==> src/rtl/rbm_pkg.sv <==
// rbm_pkg: constants shared by the RBM hidden-unit sampler and the
// sigmoid_lut consumers.
//   PROB_W    - probability width, Q0.16
//   LFSR_W    - random-source width
//   LFSR_MASK - Galois mask for x^32+x^22+x^2+x+1
//   LFSR_SEED - default (nonzero) LFSR seed
//   ONES_W    - width of the optional per-frame ones counter
package rbm_pkg;
    localparam int unsigned PROB_W    = 16;
    localparam int unsigned LFSR_W    = 32;
    localparam int unsigned ONES_W    = 16;
    localparam logic [31:0] LFSR_MASK = 32'h8020_0003;
    localparam logic [31:0] LFSR_SEED = 32'hACE1_2468;

    typedef logic [ONES_W-1:0] ones_t;

    // Saturating increment of the ones counter.
    function automatic ones_t ones_inc(input ones_t v);
        return (v == '1) ? v : ones_t'(v + 1'b1);
    endfunction
endpackage

==> src/rtl/rbm_bernoulli_sampler_if.sv <==
// rbm_bernoulli_sampler_if: probability-in / sample-out streaming bundle.
//   s_valid/s_ready/s_prob/s_last : upstream probability beat
//   m_valid/m_ready/m_bit/m_prob/m_last : downstream sampled beat
//   m_ones : per-frame count of ones (only with RBM_SAMPLER_STATS_EN)
// Modport slave is the sampler's view; master is the surrounding
// environment (drives upstream beats, consumes samples).
interface rbm_bernoulli_sampler_if #(
    parameter int unsigned PROB_W = 16
);
    logic              s_valid;
    logic              s_ready;
    logic [PROB_W-1:0] s_prob;
    logic              s_last;
    logic              m_valid;
    logic              m_ready;
    logic              m_bit;
    logic [PROB_W-1:0] m_prob;
    logic              m_last;
`ifdef RBM_SAMPLER_STATS_EN
    logic [15:0]       m_ones;
`endif

    modport slave (
        input  s_valid, s_prob, s_last, m_ready,
        output s_ready, m_valid, m_bit, m_prob, m_last
`ifdef RBM_SAMPLER_STATS_EN
        , output m_ones
`endif
    );

    modport master (
        output s_valid, s_prob, s_last, m_ready,
        input  s_ready, m_valid, m_bit, m_prob, m_last
`ifdef RBM_SAMPLER_STATS_EN
        , input m_ones
`endif
    );
endinterface

==> src/rtl/rbm_lfsr.sv <==
// rbm_lfsr: right-shifting Galois LFSR random source.
//   clk, rst : clock, synchronous active-high reset (state <- SEED)
//   i_en     : advance one step
//   i_load   : load i_seed (wins over i_en); zero seed maps to SEED
//   i_seed   : seed value
//   o_state  : current LFSR state
module rbm_lfsr
    import rbm_pkg::*;
#(
    parameter int unsigned     W    = LFSR_W,
    parameter logic [W-1:0]    MASK = LFSR_MASK[W-1:0],
    parameter logic [W-1:0]    SEED = LFSR_SEED[W-1:0]
) (
    input  logic         clk,
    input  logic         rst,
    input  logic         i_en,
    input  logic         i_load,
    input  logic [W-1:0] i_seed,
    output logic [W-1:0] o_state
);
    logic [W-1:0] r_state;
    logic [W-1:0] w_next;

    always_comb begin
        w_next = {1'b0, r_state[W-1:1]} ^ (r_state[0] ? MASK : '0);
    end

    always_ff @(posedge clk) begin
        if (rst) begin
            r_state <= SEED;
        end else if (i_load) begin
            // An all-zero state would lock up, so fall back to SEED.
            r_state <= (i_seed == '0) ? SEED : i_seed;
        end else if (i_en) begin
            r_state <= w_next;
        end
    end

    assign o_state = r_state;
endmodule

==> src/rtl/rbm_bernoulli_sampler.sv <==
// rbm_bernoulli_sampler: draws h ~ Bernoulli(p) for each hidden-unit
// probability beat, with one registered output stage (1-cycle latency,
// full throughput).
//   clk, rst  : clock, synchronous active-high reset
//   seed_load : load seed into the LFSR on the next edge
//   seed      : LFSR seed (zero selects SEED)
//   bus       : slave side of rbm_bernoulli_sampler_if
// Optional feature: define RBM_SAMPLER_STATS_EN to add bus.m_ones, the
// saturating count of ones in the current frame including this beat.
module rbm_bernoulli_sampler
    import rbm_pkg::*;
#(
    parameter int unsigned       PROB_W = rbm_pkg::PROB_W,
    parameter int unsigned       LFSR_W = rbm_pkg::LFSR_W,
    parameter logic [LFSR_W-1:0] SEED   = LFSR_SEED[LFSR_W-1:0]
) (
    input  logic                  clk,
    input  logic                  rst,
    input  logic                  seed_load,
    input  logic [LFSR_W-1:0]     seed,
    rbm_bernoulli_sampler_if.slave bus
);
    logic [LFSR_W-1:0] w_lfsr;
    logic [PROB_W-1:0] w_r;
    logic              w_s_ready;
    logic              w_accept;
    logic              w_bit;
    logic              w_unused_lfsr_hi;

    logic              r_m_valid;
    logic              r_m_bit;
    logic [PROB_W-1:0] r_m_prob;
    logic              r_m_last;

    assign w_s_ready        = !r_m_valid || bus.m_ready;
    assign w_accept         = bus.s_valid && w_s_ready;
    assign w_r              = w_lfsr[PROB_W-1:0];
    assign w_unused_lfsr_hi = ^w_lfsr[LFSR_W-1:PROB_W];
    assign w_bit            = (w_r < bus.s_prob);

    // The beat accepted alongside a seed load samples the pre-load state
    // because the LFSR output is registered.
    rbm_lfsr #(
        .W    (LFSR_W),
        .MASK (LFSR_MASK[LFSR_W-1:0]),
        .SEED (SEED)
    ) u_lfsr (
        .clk     (clk),
        .rst     (rst),
        .i_en    (w_accept),
        .i_load  (seed_load),
        .i_seed  (seed),
        .o_state (w_lfsr)
    );

    always_ff @(posedge clk) begin
        if (rst) begin
            r_m_valid <= 1'b0;
            r_m_bit   <= 1'b0;
            r_m_prob  <= '0;
            r_m_last  <= 1'b0;
        end else if (w_accept) begin
            r_m_valid <= 1'b1;
            r_m_bit   <= w_bit;
            r_m_prob  <= bus.s_prob;
            r_m_last  <= bus.s_last;
        end else if (bus.m_ready) begin
            r_m_valid <= 1'b0;
        end
    end

`ifdef RBM_SAMPLER_STATS_EN
    ones_t r_m_ones;
    ones_t w_ones_base;

    // The next accept can only happen once the held beat has transferred,
    // so "clear after the m_last beat transfers" reduces to restarting the
    // count when the previously captured beat closed a frame.
    assign w_ones_base = r_m_last ? '0 : r_m_ones;

    always_ff @(posedge clk) begin
        if (rst) begin
            r_m_ones <= '0;
        end else if (w_accept) begin
            r_m_ones <= w_bit ? ones_inc(w_ones_base) : w_ones_base;
        end
    end

    assign bus.m_ones = r_m_ones;
`endif

    assign bus.s_ready = w_s_ready;
    assign bus.m_valid = r_m_valid;
    assign bus.m_bit   = r_m_bit;
    assign bus.m_prob  = r_m_prob;
    assign bus.m_last  = r_m_last;
endmodule
==> src/flat_wrapper.sv <==
// flat-port wrapper written by rule: the top's interface ports become plain ports
module rbm_bernoulli_sampler_flat import rbm_pkg::*;
#(
    parameter int unsigned       PROB_W = rbm_pkg::PROB_W,
    parameter int unsigned       LFSR_W = rbm_pkg::LFSR_W,
    parameter logic [LFSR_W-1:0] SEED   = LFSR_SEED[LFSR_W-1:0]
)
  (clk, rst, seed_load, seed, bus_s_valid, bus_s_prob, bus_s_last, bus_m_ready, bus_s_ready, bus_m_valid, bus_m_bit, bus_m_prob, bus_m_last);
  rbm_bernoulli_sampler_if #(.PROB_W(PROB_W)) bus_i ();
  input  logic clk;
  input  logic rst;
  input  logic seed_load;
  input  logic [LFSR_W-1:0] seed;
  input wire logic [$bits(bus_i.s_valid)-1:0] bus_s_valid;
  input wire logic [$bits(bus_i.s_prob)-1:0] bus_s_prob;
  input wire logic [$bits(bus_i.s_last)-1:0] bus_s_last;
  input wire logic [$bits(bus_i.m_ready)-1:0] bus_m_ready;
  output wire logic [$bits(bus_i.s_ready)-1:0] bus_s_ready;
  output wire logic [$bits(bus_i.m_valid)-1:0] bus_m_valid;
  output wire logic [$bits(bus_i.m_bit)-1:0] bus_m_bit;
  output wire logic [$bits(bus_i.m_prob)-1:0] bus_m_prob;
  output wire logic [$bits(bus_i.m_last)-1:0] bus_m_last;
  assign bus_i.s_valid = bus_s_valid;
  assign bus_i.s_prob = bus_s_prob;
  assign bus_i.s_last = bus_s_last;
  assign bus_i.m_ready = bus_m_ready;
  assign bus_s_ready = bus_i.s_ready;
  assign bus_m_valid = bus_i.m_valid;
  assign bus_m_bit = bus_i.m_bit;
  assign bus_m_prob = bus_i.m_prob;
  assign bus_m_last = bus_i.m_last;
  rbm_bernoulli_sampler #(.PROB_W(PROB_W), .LFSR_W(LFSR_W), .SEED(SEED)) u_core (.clk(clk), .rst(rst), .seed_load(seed_load), .seed(seed), .bus(bus_i));
endmodule
==> config.mk <==
export PLATFORM = sky130hd
export DESIGN_NAME = rbm_bernoulli_sampler_flat
export DESIGN_NICKNAME = d
export VERILOG_FILES = /design/src/rtl/rbm_pkg.sv /design/src/rtl/rbm_bernoulli_sampler_if.sv /design/src/rtl/rbm_lfsr.sv /design/src/rtl/rbm_bernoulli_sampler.sv /design/src/flat_wrapper.sv
export SDC_FILE = /design/constraint.sdc
export NUM_CORES = 1
export LEC_CHECK = 0
export CORE_MARGIN = 2
export CORE_UTILIZATION = 42
export CTS_BUF_LIST = sky130_fd_sc_hd__clkbuf_4
export DETAILED_ROUTE_END_ITERATION = 6
export PLACE_DENSITY_LB_ADDON = 0.1
export SETUP_SLACK_MARGIN = 0.3
export SLEW_MARGIN = 20
export SYNTH_ARGS = -nofsm -noshare
export SYNTH_HDL_FRONTEND = slang
export SYNTH_SLANG_ARGS = --single-unit
==> constraint.sdc <==
create_clock -name clk -period 2.19 [get_ports clk]
set_input_delay 0.438 -clock clk [delete_from_list [all_inputs] [get_ports clk]]
set_output_delay 0.438 -clock clk [all_outputs]
set_load 0.01 [all_outputs]
=== Word level (Yosys, flattened, before mapping) ===
Index checks and enable logic that the tools add are counted.

* Register bits: 51
* Output and inout port bits: 20
* Logic and storage cells: 19

* Bitwise gates (word level): 1
* Reductions and logical operators: 6
* Magnitude comparators: 1
* Muxes and demuxes: 6

{| class="wikitable"
|+ Operators with widths
! operator !! number
|-
| 2-to-1 mux 32 bit || 4
|-
| logical NOT 32 bit || 1
|-
| XOR 31 x 32 -> 32 bit || 1
|-
| less-than comparator 16 bit || 1
|-
| nonzero test 2 bit || 2
|-
| 2-to-1 mux 1 bit || 2
|-
| logical AND 1 bit || 1
|-
| logical NOT 1 bit || 1
|-
| logical OR 1 bit || 1
|}

=== Logic depth before layout (Yosys ltp) ===
* Depth in word-level cells: 5
* Mapped depth: 7
* Depth with buffers taken out: 6

=== By module ===
A second synthesis with hierarchy kept.

* Cells, all modules: 327
* Area, all modules: 2,683.8 µm²

{| class="wikitable"
|+ By module, submodules not included
! module !! sequential area each (µm²) !! times used !! cells each !! area an instance (µm²)
|-
| rbm_lfsr || 640.6 || 1 || 192 || 1,621.6
|-
| rbm_bernoulli_sampler || 380.4 || 1 || 135 || 1,062.3
|}

=== Least setup slack after synthesis ===
OpenSTA, ideal clock, no wires.

* Path type: input-to-reg
* Start point: input bus_s_prob[15]
* End point: register u_core.r_m_bit (netlist: u_core.bus.m_bit)
* Buffers on the path: 0
* Arrival time: 1.661 ns
* Stages on the path: 6
* Library setup time: 0.129 ns
* Required time: 2.061 ns
* Setup slack: 0.400 ns
* Cell sequence: inv_1 ha_1 nand4_1 or3_1 a2111oi_1 o31ai_1

* Cells in the longest elaborated chain, start to end: 1

{| class="wikitable"
|+ Ends and longest elaborated chain
! what !! line !! source
|-
| start: declaration || flat_wrapper.sv:15 || <nowiki>input wire logic [$bits(bus_i.s_prob)-1:0] bus_s_prob;</nowiki>
|-
| less-than comparator 16 bit || rbm_bernoulli_sampler.sv:39 || <nowiki>assign w_bit = (w_r < bus.s_prob);</nowiki>
|-
| end signal: assignment || rbm_bernoulli_sampler.sv:64 || <nowiki>r_m_bit <= w_bit;</nowiki>
|-
| end: declaration || rbm_bernoulli_sampler.sv:31 || <nowiki>logic r_m_bit;</nowiki>
|}

No other way between the ends.
A chain may end at the register's enable or synchronous reset.

=== Worst setup path in the final report ===
* Start point: input bus_s_prob[1]
* End point: register u_core.r_m_bit (netlist: u_core.bus.m_bit)

The elaborated chain is that of the path after synthesis.

==> results_dict.tcl <==
set metrics [dict create \
    post-route-min-period_ps 1900 \
    place.port_buffers 73 \
    num-nets-final 487 \
    dp_hpwl_um 4960 \
    start_util 0.428 \
    min_to "u_core.bus.m_prob[12]" \
    cts_buffer_depth 2 \
    antenna_found_initial 0 \
    reg2reg_slack_ps 460 \
    final_common_cell "nand2_1" \
    syn_nets 412 \
    critPathSlowestCell "clkdlybuf4s50_1" \
    drive_gt1_frac 0.0959 \
    antenna_cells 0 \
    seq_area_sq_mm 0.00102 \
    wirelength_um 6830 \
    required_ps 2480 \
    cp_cell_sequence "clkdlybuf4s50_1 -> inv_1 -> ha_1 -> a2111oi_1 -> buf_4 -> a2111oi_4 -> o31ai_1" \
    vias 2648 \
    final_hold_viol_count 0 \
    cp-start-kind "input port" \
    r2r-end "u_core.bus.m_bit" \
    synth.cell_area_sq_mm 0.00269 \
    cts_htree_levels 2 \
    dieArea_sq_mm 0.00705 \
    yosysSeqAreaShare 0.380 \
    area_delta_synth_final_pct 37.2 \
    fin_crit_sh 0.866 \
    finalSetupTns_ps 0 \
    multi_input_area_sq_mm 0.00153 \
    ir_drop_uv 250 \
    clock_latency_ps 360 \
    clock-sinks 51 \
    ctsHoldBuffers 0 \
    grtUsageTotal 0.195 \
    end_kind "flop" \
    worst_slew_pin_slew_ps 462 \
    die_y_um 84.0 \
    p_leak_nw 1.56 \
    min_from "bus_s_prob[12]" \
    power_density_mw_per_mm2 529 \
    syn-instance-count 343 \
    grt_pass1_wl_um 11300 \
    cts-root-buf "clkbuf_4" \
    reg2reg_depth 5 \
    hold_path_class "input port to flop" \
    maxSlewHeadroom 0.691 \
    fillers 621 \
    whs_path_depth 3 \
    stdcell_area_sq_mm 0.00368 \
    finalSetupViolCount 0 \
    fp.dieW_um 84.0 \
    rows 29 \
    gp_congestion 0.806 \
    timing.rr.start "u_core.u_lfsr.o_state[14]" \
    slew_viol_final 0 \
    grt_max_degree 52 \
    critPathKind "input port to flop" \
    grt_remaining_overflow 0 \
    ys_types 36 \
    core_sq_mm 0.00628 \
    ant_nets 0 \
    pin_count 74 \
    place_area_sq_mm 0.00354 \
    clkTransAtPathRegs_ps 140 \
    skew_ps 12.3 \
    max_stage_delay_ps 480 \
    final_cell_mix "nand2_1, clkdlybuf4s50_1, dfxtp_1" \
    max_cap_violations 0 \
    synth_warnings 0 \
    drt_iter0_markers 144 \
    synth-seq-cells 51 \
    rsz0062_at_grt "false" \
    cp.buffers_inverters 3 \
    crit_arrival_ps 2180 \
    firstDrtPassIters 4 \
    viasPerCell 5.36 \
    status "completed" \
    grt_pass1_vias 2360 \
    finalNonFillerCells 494 \
    fmax_mhz 527 \
    numPlacedInstances 487 \
    wl_per_cell_um 13.8 \
    cts_tree "done" \
    cp_top_family "buffers and inverters" \
    drc 0 \
    cp_max_fo 2 \
    syn_avg_cell_area_sq_um 7.83 \
    cts_buffers 5 \
]
==> worst min-delay path, delay by kind of cell <==
kind	cells	cell delay, ps
AOI/OAI and AO/OA	1	50
buffers and inverters	1	130
and+or+nand+nor	1	60
==> stage by stage <==
| step | utilization | hold WS [ps] | setup WS (ps) | power [mW] |
|---|---|---|---|---|
| final | 0.587 | 336 | 294 | 1.95 |
| after global routing | 0.587 | 323 | 270 | 2.07 |
| after CTS | 0.575 | 465 | 305 | 1.96 |
| after detailed placement | 0.564 | 446 | -204 | 1.55 |
| after global placement | 0.564 | 440 | -179 | 1.54 |
| after floorplan | - | 454 | 400 | 1.31 |
==> flip-flops by register name, indices dropped and copies added, names as in the netlist <==
register / count
u_core.u_lfsr.o_state: 32
u_core.bus.m_prob: 16
u_core.bus.m_last: 1
u_core.bus.m_bit: 1
u_core.bus.m_valid: 1
==> how the worst max path moves through the flow <==
stage / startpoint / endpoint / slack (ps) / cells after the start
after detailed placement: bus_s_prob[15] / u_core.bus.m_bit / -200 / 7
after floorplan: bus_s_prob[15] / u_core.bus.m_bit / 400 / 6
after global routing: bus_s_prob[1] / u_core.bus.m_bit / 270 / 7
after global placement: bus_s_prob[15] / u_core.bus.m_bit / -180 / 7
after CTS: bus_s_prob[9] / u_core.bus.m_bit / 300 / 7
final: bus_s_prob[1] / u_core.bus.m_bit / 290 / 7
==> where the power goes <==
part	internal (mW)	leakage, nW	total [mW]	switching, mW
Combinational	0.275	1.11	0.504	0.229
Clock	0.127	0.0276	0.403	0.276
Sequential	0.995	0.423	1.04	0.0458
==> cell families after synthesis <==
group,count (synthesis),synth area share
compound gates,90,0.230
xor+xnor,3,0.00979
fa+ha+maj,15,0.0699
buf+inv,45,0.0787
flops,51,0.380
simple gates,139,0.232
==> synthesized netlist by cell type <==
library cell,number,area share
nand2_8,1,0.0075
buf_2,4,0.0075
o211ai_1,2,0.0056
buf_4,6,0.017
nand2b_1,2,0.0047
o21ai_0,5,0.0093
a21o_1,13,0.036
nand3_1,3,0.0056
a2111oi_0,1,0.0033
and2_1,1,0.0023
a211o_1,12,0.039
nor4_1,8,0.019
nand2_2,1,0.0023
xnor2_1,1,0.0033
ha_1,15,0.070
inv_1,18,0.025
o21ai_1,10,0.019
dfxtp_1,51,0.38
inv_2,1,0.0014
clkbuf_1,14,0.020
or3_1,1,0.0023
a21oi_1,24,0.045
o31ai_1,1,0.0028
and3_1,12,0.028
o22ai_1,1,0.0023
a2111oi_1,1,0.0037
or4_1,1,0.0028
nand3b_1,1,0.0028
a211oi_1,1,0.0028
xor2_1,2,0.0065
nand4_1,4,0.0093
nand2_1,73,0.10
o21a_1,2,0.0056
a311oi_1,17,0.055
buf_6,2,0.0084
nor2_1,31,0.043
==> final cells by class <==
type	instances	area share
Sequential cell	51	0.277
Multi-Input combinational cell	247	0.415
Timing Repair Buffer	94	0.250
Tap cell	77	0.0261
Inverter	19	0.0194
Clock buffer	6	0.0122
==> per-layer routing <==
metal  share of wire  up-vias  routed length, um  GRT usage
met1            0.50     1219               3410      0.282
li1                -     1348                  -          -
met4          0.0078        0                 53     0.0455
met2            0.44       76               2980      0.292
met3           0.057        5                388     0.0465
met5               0        -                  0          0
==> timing repair <==
action                     4_1_cts  5_1_grt
gates resized for setup          6       13
buffers inserted                 0        1
setup endpoints to repair        2        1
cloned                           0        0
pin swaps                        2        5
(Power assumes the default switching activity.)
==> RTL change (same flow settings) <==
`PROB_W` is set to 16 in 2 places; all go to 12. Comments in the files are not updated.
--- a/src/rtl/rbm_pkg.sv
+++ b/src/rtl/rbm_pkg.sv
@@ -6,7 +6,7 @@
 //   LFSR_SEED - default (nonzero) LFSR seed
 //   ONES_W    - width of the optional per-frame ones counter
 package rbm_pkg;
-    localparam int unsigned PROB_W    = 16;
+    localparam int unsigned PROB_W    = 12;
     localparam int unsigned LFSR_W    = 32;
     localparam int unsigned ONES_W    = 16;
     localparam logic [31:0] LFSR_MASK = 32'h8020_0003;
--- a/src/rtl/rbm_bernoulli_sampler_if.sv
+++ b/src/rtl/rbm_bernoulli_sampler_if.sv
@@ -5,7 +5,7 @@
 // Modport slave is the sampler's view; master is the surrounding
 // environment (drives upstream beats, consumes samples).
 interface rbm_bernoulli_sampler_if #(
-    parameter int unsigned PROB_W = 16
+    parameter int unsigned PROB_W = 12
 );
     logic              s_valid;
     logic              s_ready;
Interface: changed (resized bus_m_prob and bus_s_prob); port bits go from 74 to 66. The function was not compared with the original's and may differ.
==> RTL change against the unedited design <==
  * Worst hold slack gained 0.12 ns
  * Synthesized cell count is 13% lower
  * Wire length down 15%
  * Cell count is 13% lower
  * Total power shrank 9.3%
  * Sequential power is 8% lower
  * Sequential cell count down 4
  * Design area down 13%
  * Critical endpoint is now bus_s_ready
  * Largest cell class unchanged
  * Critical path depth down 3
  * Die area down 9.4%
  * Setup slack gained 0.093 ns
  * Synthesized area down 9.9%
  * Global-route usage is 0.44 points lower
==> RTL change: results (changes against the unedited design) <==
- Status: finished clean (unchanged)
- Post-synth top cells: nand2_1 (56), dfxtp_1 (47), a21oi_1 (20) (was nand2_1 (73), dfxtp_1 (51), nor2_1 (31))
- Global routing usage on met1: 24.7% (was 28.2%)
- Synth Area per Inst: 8.09 µm² (was 7.83 µm²)
- Hold depth: 2 (was 3)
- Final Cycle Share: 82.3% (was 86.6%)
- Buffers outside the clock class: 77 (was 94)
- Register area: 941 µm² (was 1020 µm²)
- Met2 routed WL: 2770 µm (was 2980 µm)
- Clock skew: 0.0101 ns (was 0.0123 ns)
- Final wirelength: 5830 µm (was 6830 µm)
- GR Layer Usage met2: 31.3% (was 29.2%)
- Yosys cell types: 34 (was 36)
- Worst-case vdd ir drop: 269 µV (was 250 µV)
- CP max FO: 3 (was 2)
- Pre-CTS setup slack: 0.0720 ns (was -0.204 ns)
- Compound-Gate Fraction of Synth Area: 17.4% (was 23.0%)
- Clock-pin slew on the worst setup and hold paths: 0.12 ns (was 0.14 ns)
- Seq/Total Area, Yosys: 38.9% (was 38.0%)
- Met3 wirelength from detailed routing: 274 µm (was 388 µm)
- Placed instance count: 425 (was 487)
- CP max stage delay: 0.41 ns (was 0.48 ns)
- Layout buffering overhead excluding clock cells: 23.8% (was 25.0%)
- Lkg Pwr: 1.31 nW (was 1.56 nW)
- Largest net degree at the start of global routing: 44 (was 52)
- Port buffer count: 65 (was 73)
- Count of multi-input gates: 214 (was 247)
- # nets final: 421 (was 487)
- GRT Util Overall: 19.0% (was 19.5%)
- Crit path from: bus_m_ready (was bus_s_prob[1])
- DP HPWL: 4150 µm (was 4960 µm)
- Wl on met1: 2750 µm (was 3410 µm)
- Min-Delay Endpoint: u_core.bus.m_prob[5] (was u_core.bus.m_prob[12])
- DP Area: 3170 µm² (was 3540 µm²)
- Vias/cell: 5.29 (was 5.36)
- Initial drt markers: 128 (was 144)
- Xor and xnor fraction of the mapped netlist area: 1.09% (was 0.979%)
- Top cells by area, synth: dfxtp_1 (39%), nand2_1 (8.7%), ha_1 (5.7%), a211oi_1 (5.6%), a32oi_1 (4.7%) (was dfxtp_1 (38%), nand2_1 (10%), ha_1 (7.0%), a311oi_1 (5.5%), a21oi_1 (4.5%))
- Reg2Reg Depth: 7 (was 5)
- Hold crit path type: flip-flop to flip-flop (was input pin to flip-flop)
- Layout cells sized above 1: 6.13% (was 9.59%)
- Fill cells: 556 (was 621)
- Mapped Cells: 299 (was 343)
- Inverters: 15 (was 19)
==> RTL change: cell types whose count changed after synthesis, sizes merged, moves of 15 or more <==
| cell | change |
|---|---|
| nor2 | -27 |
| nand2 | -19 |
| a211oi | +17 |
| a311oi | -17 |
| nor2b | +17 |
| nor3 | +17 |
| o21ai | -15 |
==> RTL change: kinds of logic (layout without fill, tap and decap cells) <==
group                    Yosys count  count (layout)
AND/OR/NAND/NOR                  140             140
AO/OA/AOI/OAI                     60              60
flip-flops                        47              47
buffers and inverters             38              98
adder cells (fa/ha/maj)           11              11
XOR/XNOR                           3               3
==> RTL change: power by group <==
part,leakage (nW),switching (mW),internal [mW]
sequential,0.390,0.0384,0.920
combinational,0.895,0.189,0.231
clock,0.0276,0.261,0.127
==> RTL change: timing repair <==
action                     4_1_cts  5_1_grt
resized for setup                1        0
setup endpoints to repair        1        0
buffers inserted                 0        0
==> RTL change: worst min-delay path, delay by kind of cell (launching register included) <==
family          cells  cell delay, ns
flops               1            0.33
simple gates        1            0.05
compound gates      1            0.05
